--- config.mk ---
export PLATFORM = sky130hd
export DESIGN_NAME = dcache_write_buffer
export DESIGN_NICKNAME = d
export VERILOG_FILES = /design/src/rtl/dcache_wbuf_pkg.sv /design/src/rtl/dcache_write_buffer_fifo.sv /design/src/rtl/dcache_write_buffer.sv
export SDC_FILE = /design/constraint.sdc
export NUM_CORES = 2
export LEC_CHECK = 0
export CAP_MARGIN = 25
export CORE_AREA = 3 3 421 423
export DETAILED_ROUTE_END_ITERATION = 7
export DIE_AREA = 0 0 424 426
export PLACE_DENSITY = 0.6
export REMOVE_ABC_BUFFERS = 1
export SETUP_SLACK_MARGIN = 0.2
export SLEW_MARGIN = 30
export SYNTH_ARGS = -nofsm -noshare
export SYNTH_HDL_FRONTEND = slang
export SYNTH_SLANG_ARGS = --single-unit
--- constraint.sdc ---
create_clock -name clk_i -period 45.7 [get_ports clk_i]
set_clock_uncertainty 0.2 [all_clocks]
set_input_delay 9.14 -clock clk_i [delete_from_list [all_inputs] [get_ports clk_i]]
set_output_delay 9.14 -clock clk_i [all_outputs]
set_load 0.02 [all_outputs]
--- src/rtl/dcache_wbuf_pkg.sv ---
// dcache_wbuf_pkg
// Shared types and constants for the data-cache write buffer.
//   wbuf_state_e  : downstream memory-port state (IDLE, DRAIN, READ)
//   wbuf_entry_t  : one buffer entry (valid, line tag, line data) at the
//                   default 32-bit address / 256-bit line geometry
//   LINE_OFFSET_W : byte-offset bits inside a line (32-byte lines)
package dcache_wbuf_pkg;

    localparam int LINE_OFFSET_W = 5;
    localparam int WBUF_ADDR_W   = 32;
    localparam int WBUF_LINE_W   = 256;
    localparam int WBUF_TAG_W    = WBUF_ADDR_W - LINE_OFFSET_W;

    typedef enum logic [1:0] {
        IDLE  = 2'd0,
        DRAIN = 2'd1,
        READ  = 2'd2
    } wbuf_state_e;

    typedef struct packed {
        logic                   valid;
        logic [WBUF_TAG_W-1:0]  tag;
        logic [WBUF_LINE_W-1:0] data;
    } wbuf_entry_t;

endpackage

--- src/rtl/dcache_write_buffer_fifo.sv ---
// wbuf_fifo
// Circular line storage for the write buffer.
//   push/push_tag/push_data : enqueue a new entry at the tail
//   pop                     : retire the head entry
//   cwr/cwr_idx/cwr_data    : overwrite the data of an existing entry (coalesce)
//   cmp_tag -> match_vec    : per-entry "valid and tag equal" vector
//   rd_idx  -> rd_data      : random read port (forwarding)
//   head_idx/head_tag/head_data, count : head view and occupancy 0..DEPTH
module wbuf_fifo
    import dcache_wbuf_pkg::*;
#(
    parameter int DEPTH  = 4,
    parameter int TAG_W  = 27,
    parameter int LINE_W = 256,
    localparam int PTR_W = $clog2(DEPTH),
    localparam int CNT_W = PTR_W + 1
) (
    input  logic              clk,
    input  logic              rst,
    input  logic              push,
    input  logic [TAG_W-1:0]  push_tag,
    input  logic [LINE_W-1:0] push_data,
    input  logic              pop,
    input  logic              cwr,
    input  logic [PTR_W-1:0]  cwr_idx,
    input  logic [LINE_W-1:0] cwr_data,
    input  logic [TAG_W-1:0]  cmp_tag,
    output logic [DEPTH-1:0]  match_vec,
    input  logic [PTR_W-1:0]  rd_idx,
    output logic [LINE_W-1:0] rd_data,
    output logic [PTR_W-1:0]  head_idx,
    output logic [TAG_W-1:0]  head_tag,
    output logic [LINE_W-1:0] head_data,
    output logic [CNT_W-1:0]  count
);

    logic [DEPTH-1:0]  valid_r;
    logic [TAG_W-1:0]  tag_r  [DEPTH];
    logic [LINE_W-1:0] data_r [DEPTH];
    logic [PTR_W-1:0]  head_r;
    logic [PTR_W-1:0]  tail_r;
    logic [CNT_W-1:0]  count_r;

    // Valid bits, pointers and occupancy; pointers wrap naturally since DEPTH is a power of two.
    always_ff @(posedge clk or posedge rst) begin
        if (rst) begin
            valid_r <= {DEPTH{1'b0}};
            head_r  <= {PTR_W{1'b0}};
            tail_r  <= {PTR_W{1'b0}};
            count_r <= {CNT_W{1'b0}};
        end else begin
            if (push) begin
                valid_r[tail_r] <= 1'b1;
                tail_r          <= tail_r + PTR_W'(1);
            end
            if (pop) begin
                valid_r[head_r] <= 1'b0;
                head_r          <= head_r + PTR_W'(1);
            end
            case ({push, pop})
                2'b10:   count_r <= count_r + CNT_W'(1);
                2'b01:   count_r <= count_r - CNT_W'(1);
                default: count_r <= count_r;
            endcase
        end
    end

    // Tag/data payload; qualified by valid_r so it needs no reset.
    always_ff @(posedge clk) begin
        if (push) begin
            tag_r[tail_r]  <= push_tag;
            data_r[tail_r] <= push_data;
        end
        if (cwr) begin
            data_r[cwr_idx] <= cwr_data;
        end
    end

    // Per-entry tag comparison against the current upstream address.
    always_comb begin
        match_vec = {DEPTH{1'b0}};
        for (int i = 0; i < DEPTH; i++) begin
            match_vec[i] = valid_r[i] & (tag_r[i] == cmp_tag);
        end
    end

    assign rd_data   = data_r[rd_idx];
    assign head_idx  = head_r;
    assign head_tag  = tag_r[head_r];
    assign head_data = data_r[head_r];
    assign count     = count_r;

endmodule

--- src/rtl/dcache_write_buffer.sv ---
// dcache_write_buffer
// Line write buffer between the data cache memory port and data memory.
// Write-backs are acknowledged one cycle after acceptance and drained to
// memory in FIFO order; writes to an already buffered line (other than the
// one currently being written to memory) are merged into that entry.
// Read misses go to memory with priority over pending drains.
// Optional feature macro: WBUF_FORWARD_EN
//   defined   : reads hitting a buffered line return the youngest copy in one cycle
//   undefined : reads hitting a buffered line stall until that line has drained
// Ports:
//   clk_i, rst_i (async, active-high)
//   up_*  : cache side  (enable/write/addr/data in, ack/data out)
//   mem_* : memory side (enable/write/addr/data out, ack/data in)
module dcache_write_buffer
    import dcache_wbuf_pkg::*;
#(
    parameter int DEPTH  = 4,
    parameter int ADDR_W = 32,
    parameter int LINE_W = 256
) (
    input  logic              clk_i,
    input  logic              rst_i,
    input  logic              up_enable_i,
    input  logic              up_write_i,
    input  logic [ADDR_W-1:0] up_addr_i,
    input  logic [LINE_W-1:0] up_data_i,
    output logic              up_ack_o,
    output logic [LINE_W-1:0] up_data_o,
    output logic              mem_enable_o,
    output logic              mem_write_o,
    output logic [ADDR_W-1:0] mem_addr_o,
    output logic [LINE_W-1:0] mem_data_o,
    input  logic              mem_ack_i,
    input  logic [LINE_W-1:0] mem_data_i
);

    localparam int TAG_W = ADDR_W - LINE_OFFSET_W;
    localparam int PTR_W = $clog2(DEPTH);
    localparam int CNT_W = PTR_W + 1;

    wbuf_state_e       state_r;
    wbuf_state_e       next_state_s;

    logic [TAG_W-1:0]  up_tag_s;
    logic [4:0]        unused_addr_s;
    logic [DEPTH-1:0]  match_vec_s;
    logic [PTR_W-1:0]  head_idx_s;
    logic [TAG_W-1:0]  head_tag_s;
    logic [LINE_W-1:0] head_data_s;
    logic [LINE_W-1:0] fwd_data_s;
    logic [CNT_W-1:0]  count_s;

    logic              req_live_s;
    logic              wr_req_s;
    logic              rd_req_s;
    logic              in_flight_s;
    logic              hit_any_s;
    logic [PTR_W-1:0]  fwd_idx_s;
    logic              coal_hit_s;
    logic [PTR_W-1:0]  coal_idx_s;
    logic [PTR_W-1:0]  idx_v;
    logic              buf_full_s;
    logic              wr_accept_s;
    logic              push_s;
    logic              cwr_s;
    logic              pop_s;
    logic              fwd_s;
    logic              rd_issue_s;
    logic              read_done_s;
    logic              mem_done_s;
    logic              start_drain_s;
    logic              start_read_s;
    logic              use_up_s;
    logic [TAG_W-1:0]  drain_tag_s;
    logic [LINE_W-1:0] drain_data_s;

    logic              up_ack_r;
    logic [LINE_W-1:0] up_data_r;
    logic              mem_enable_r;
    logic              mem_write_r;
    logic [ADDR_W-1:0] mem_addr_r;
    logic [LINE_W-1:0] mem_data_r;

    assign up_tag_s      = up_addr_i[ADDR_W-1:LINE_OFFSET_W];
    assign unused_addr_s = up_addr_i[LINE_OFFSET_W-1:0];

    // The cycle after an ack belongs to the requester changing its request.
    assign req_live_s  = up_enable_i & ~up_ack_r;
    assign wr_req_s    = req_live_s & up_write_i;
    assign rd_req_s    = req_live_s & ~up_write_i;
    assign in_flight_s = (state_r == DRAIN);

    // Walk entries oldest to youngest: the last hit is the youngest copy for
    // forwarding; the in-flight head is never a merge target so the line
    // being written to memory stays stable.
    always_comb begin
        hit_any_s  = 1'b0;
        fwd_idx_s  = {PTR_W{1'b0}};
        coal_hit_s = 1'b0;
        coal_idx_s = {PTR_W{1'b0}};
        idx_v      = {PTR_W{1'b0}};
        for (int k = 0; k < DEPTH; k++) begin
            idx_v = head_idx_s + PTR_W'(k);
            if (match_vec_s[idx_v]) begin
                hit_any_s = 1'b1;
                fwd_idx_s = idx_v;
                if (!(in_flight_s && (idx_v == head_idx_s))) begin
                    coal_hit_s = 1'b1;
                    coal_idx_s = idx_v;
                end else begin
                    coal_hit_s = coal_hit_s;
                end
            end else begin
                hit_any_s = hit_any_s;
            end
        end
    end

    assign buf_full_s  = (count_s == CNT_W'(DEPTH));
    assign wr_accept_s = wr_req_s & (coal_hit_s | ~buf_full_s);
    assign push_s      = wr_accept_s & ~coal_hit_s;
    assign cwr_s       = wr_accept_s & coal_hit_s;
    assign pop_s       = in_flight_s & mem_ack_i;
    assign read_done_s = (state_r == READ) & mem_ack_i;
    assign mem_done_s  = (state_r != IDLE) & mem_ack_i;

`ifdef WBUF_FORWARD_EN
    assign fwd_s = rd_req_s & hit_any_s;
`else
    assign fwd_s = 1'b0;
`endif
    // A read touching any buffered line (in-flight head included) must not reach memory.
    assign rd_issue_s = rd_req_s & ~hit_any_s;

    // A drain started in the same cycle as an enqueue into an empty buffer,
    // or a merge into the not-yet-in-flight head, must take the incoming line.
    assign use_up_s     = (count_s == {CNT_W{1'b0}}) | (cwr_s & (coal_idx_s == head_idx_s));
    assign drain_tag_s  = (count_s == {CNT_W{1'b0}}) ? up_tag_s : head_tag_s;
    assign drain_data_s = use_up_s ? up_data_i : head_data_s;

    wbuf_fifo #(
        .DEPTH  (DEPTH),
        .TAG_W  (TAG_W),
        .LINE_W (LINE_W)
    ) u_fifo (
        .clk       (clk_i),
        .rst       (rst_i),
        .push      (push_s),
        .push_tag  (up_tag_s),
        .push_data (up_data_i),
        .pop       (pop_s),
        .cwr       (cwr_s),
        .cwr_idx   (coal_idx_s),
        .cwr_data  (up_data_i),
        .cmp_tag   (up_tag_s),
        .match_vec (match_vec_s),
        .rd_idx    (fwd_idx_s),
        .rd_data   (fwd_data_s),
        .head_idx  (head_idx_s),
        .head_tag  (head_tag_s),
        .head_data (head_data_s),
        .count     (count_s)
    );

    // Downstream state register.
    always_ff @(posedge clk_i or posedge rst_i) begin
        if (rst_i) begin
            state_r <= IDLE;
        end else begin
            state_r <= next_state_s;
        end
    end

    // Next state: read misses win over drains; every request returns to IDLE so
    // mem_enable_o drops for at least one cycle between requests.
    always_comb begin
        next_state_s  = state_r;
        start_drain_s = 1'b0;
        start_read_s  = 1'b0;
        case (state_r)
            IDLE: begin
                if (rd_issue_s) begin
                    next_state_s = READ;
                    start_read_s = 1'b1;
                end else if ((count_s != {CNT_W{1'b0}}) || push_s) begin
                    next_state_s  = DRAIN;
                    start_drain_s = 1'b1;
                end else begin
                    next_state_s = IDLE;
                end
            end
            DRAIN: begin
                if (mem_ack_i) begin
                    next_state_s = IDLE;
                end else begin
                    next_state_s = DRAIN;
                end
            end
            READ: begin
                if (mem_ack_i) begin
                    next_state_s = IDLE;
                end else begin
                    next_state_s = READ;
                end
            end
            default: begin
                next_state_s = IDLE;
            end
        endcase
    end

    // Memory request registers, loaded when a request starts and held until mem_ack_i.
    always_ff @(posedge clk_i or posedge rst_i) begin
        if (rst_i) begin
            mem_enable_r <= 1'b0;
            mem_write_r  <= 1'b0;
            mem_addr_r   <= {ADDR_W{1'b0}};
            mem_data_r   <= {LINE_W{1'b0}};
        end else if (start_drain_s) begin
            mem_enable_r <= 1'b1;
            mem_write_r  <= 1'b1;
            mem_addr_r   <= {drain_tag_s, {LINE_OFFSET_W{1'b0}}};
            mem_data_r   <= drain_data_s;
        end else if (start_read_s) begin
            mem_enable_r <= 1'b1;
            mem_write_r  <= 1'b0;
            mem_addr_r   <= {up_tag_s, {LINE_OFFSET_W{1'b0}}};
        end else if (mem_done_s) begin
            mem_enable_r <= 1'b0;
            mem_write_r  <= 1'b0;
        end
    end

    // Upstream ack pulse and returned read line.
    always_ff @(posedge clk_i or posedge rst_i) begin
        if (rst_i) begin
            up_ack_r  <= 1'b0;
            up_data_r <= {LINE_W{1'b0}};
        end else begin
            up_ack_r <= wr_accept_s | fwd_s | read_done_s;
            if (read_done_s) begin
                up_data_r <= mem_data_i;
            end else if (fwd_s) begin
                up_data_r <= fwd_data_s;
            end
        end
    end

    assign up_ack_o     = up_ack_r;
    assign up_data_o    = up_data_r;
    assign mem_enable_o = mem_enable_r;
    assign mem_write_o  = mem_write_r;
    assign mem_addr_o   = mem_addr_r;
    assign mem_data_o   = mem_data_r;

endmodule

==> metrics.yaml <==
run_status:
  outcome: "completed"
timing:
  setup_viol: 0
  hold_violations: 0
  slew_headroom_pct: 30.84
  finalSetupTns_ps: 0
  fin_crit_sh_pct: 33.04
  fmax_mhz: 66.23
  rsz0062_at_grt: "no"
  maxSlewViolCount: 0
  max_slew.worst_pin.slew_ps: 1037
  period_minus_slack_ps: 15100
floorplan:
  die_w_um: 424
  placementRows: 153
  ios: 1096
  die_area_um2: 180600
  die_y_um: 426
  start_util_pct: 37.59
  core_area_um2: 173800
yosys:
  synthXorXnorAreaFrac_pct: 1.515
  synth-adder-area-share_pct: 0.2030
  yosys.area.top_type: "edfxtp_1"
  ys_warn_count: 0
  avgSynthCellArea_um2: 16.93
  synth-edff-count: 1132
  syn_area_um2: 65350
  synth_top_area_share_pct: 52.02
  synth-compound-area-share_pct: 3.043
  synth-seq-area-share_pct: 73.27
  syn_inst: 3860
  synth_area_leaders: "edfxtp_1, dfrtp_1, mux4_2, mux2_2, nand2_1"
  async_flop_share_pct: 32.90
  muxShareOfSynthArea_pct: 14.81
  ys_types: 55
  synth_top_family_by_area: "multiplexers"
  ys.flop_type: "edfxtp_1"
  ys_ff_latch: 1687
  synth-simple-area-share_pct: 5.421
finish:
  final_cell_mix: "edfxtp_1, clkdlybuf4s50_1, dfrtp_1"
  multi_input_area_um2: 16420
  area_growth_pct: 30.15
  fill_cells: 14860
  regArea_um2: 47890
  nets: 5497
  drive_gt1_share_pct: 17.49
  design_area_um2: 85050
  layout_commonest_cell: "edfxtp_1"
detailed_routing:
  routed_wl_mm: 206.8
  dr.pass1.iters: 5
  wire_per_inst_um: 27.71
  vias: 38350
  drt_iter0_drc: 2564
  vias_per_cell: 5.139
  drc: 0
  ant_nets: 0
grt:
  antenna_found_initial: 80
  grt-ovfl-total: 0
  grt_max_degree: 199
  grt_pass1_wl_mm: 292.1
  grt.total_usage_pct: 22.45
  grt_pass1_vias: 38660
pwr:
  powerDensity_nw_per_um2: 68.58
  p_leak_nw: 30.28
  power_mw: 5.833
  vdd_drop_max_mv: 0.04894
worst_hold_path:
  worst_hold_startpoint: "state_r[0]$_DFF_PP0_"
  min_path_type: "reg2reg"
clocking:
  path_clk_slew_ps: 60
  htreeDepth: 4
  clk_path_buf_depth: 3
  ctsHoldBuffers: 0
  clkSinkCount: 1687
  insertion_delay_ps: 810
  cts_resized: 0
  cts_buffers: 180
  post-cts-setup-buffers: 0
  root_buffer: "clkbuf_16"
  cts_tree: "yes"
setup_path:
  crit_start: "up_addr_i[14]"
  critPathMaxFanout: 49
  crit_required_ps: 45930
  start_kind: "input port"
  cp_data_arrival_time_ps: 15330
  rr_startpoint: "u_fifo.tag_r[3][9]$_DFFE_PP_"
  crit_path_end_kind: "flop"
  critPathKind: "in2reg"
placement:
  dp_hpwl_mm: 137.1
  numPortBuffers: 1085
  place_congestion: 0.8865
  dpl_cell_area_um2: 78680
flow_run:
  maxCapViolCount: 0
## final cells by class
class | count | area share (%)
Tap cell | 2325 | 3.420
Clock buffer | 268 | 6.251
Multi-Input combinational cell | 1913 | 19.30
Sequential cell | 1687 | 56.31
Inverter | 16 | 0.07944
Timing Repair Buffer | 1140 | 13.64
Antenna cell | 43 | 0.1265
Clock inverter | 70 | 0.8768
## synth_stat cells (all sizes together) (2+ instances only)
library cell  instances
inv                  15
nand4b                2
xnor2                47
mux2                259
nor4b                 2
or3                   2
nand2               552
clkbuf              182
buf                  66
dfrtp               555
o21ai                38
nor3b                 4
xor2                 66
or4                   4
ha                    9
a211oi                2
nor2                267
mux2i                30
a2bb2oi               4
a21oi                 5
or2                   4
a211o                 2
mux4                287
a21o                  3
a31oi               256
nand3b                2
edfxtp             1132
nand4                15
nor3                  6
nand3                 6
nor4                 21
## stage by stage
stage	cells	utilization (%)	hold slack, ps	worst slack, ps
finish	7462	48.93	253.9	30600
global placement	7073	45.23	236.6	29710
global route	7441	48.90	274.6	30320
floorplan	3616	-	218.8	3737
CTS	7413	48.75	259.2	30480
detailed placement	7075	45.27	251.5	29650
## where the power goes
part / total (mW) / internal [mW] / leakage [nW] / switching (mW)
Combinational: 2.18 / 0.952 / 10.5 / 1.23
Clock: 1.48 / 0.878 / 2.97 / 0.603
Sequential: 2.17 / 1.99 / 16.8 / 0.178
Total: 5.83 / 3.82 / 30.3 / 2.01
## critical path: stages
cell and delay (ps):
clkdlybuf4s50_1 620, xor2_1 270, nor4_1 610, nand3_1 220, nor4_1 790, a211oi_1 230
nor2_1 240, and3b_1 220, a21o_1 210, mux2_2 320, nor3b_2 270, buf_4 600
buf_4 730, buf_4 740
## path summary, 6_finish.rpt
path	to	slack (ps)	depth (start not counted)
max in group asynchronous	mem_data_o[116]$_DFFE_PP0N_	34310	4
worst min register to register	state_r[1]$_DFF_PP0_	250	1
worst max-delay path	u_fifo.data_r[1][56]$_DFFE_PP_	30600	14
worst min-delay path	state_r[1]$_DFF_PP0_	250	1
worst max register to register	u_fifo.data_r[1][56]$_DFFE_PP_	39230	13
min in group asynchronous	up_data_o[107]$_DFFE_PP0P_	8700	2
## flip-flops by register name, indices dropped and copies added, names as in the netlist, 2 cells and up
name and count:
u_fifo.head_idx 2, state_r 2, u_fifo.count 3, u_fifo.data_r 1024, u_fifo.valid_r 4, mem_addr_o 27, u_fifo.tail_r 2, mem_data_o 256
u_fifo.tag_r 108, up_data_o 256
## routing by layer
metal	global-route usage [%]	up-vias	routed length, µm
met5	0	-	258
met3	6.845	401	15680
met4	12.80	40	12570
met2	36.99	1289	102600
met1	26.06	19800	75750
li1	-	16820	-
## logic make-up after synthesis
family	count (synthesis)
flip-flops	1687
buffers and inverters	264
multiplexers	576
other	1
XOR/XNOR	113
adder cells (fa/ha/maj)	10
AO/OA/AOI/OAI	318
AND/OR/NAND/NOR	891
No activity file was read; power rests on OpenSTA's default activity.
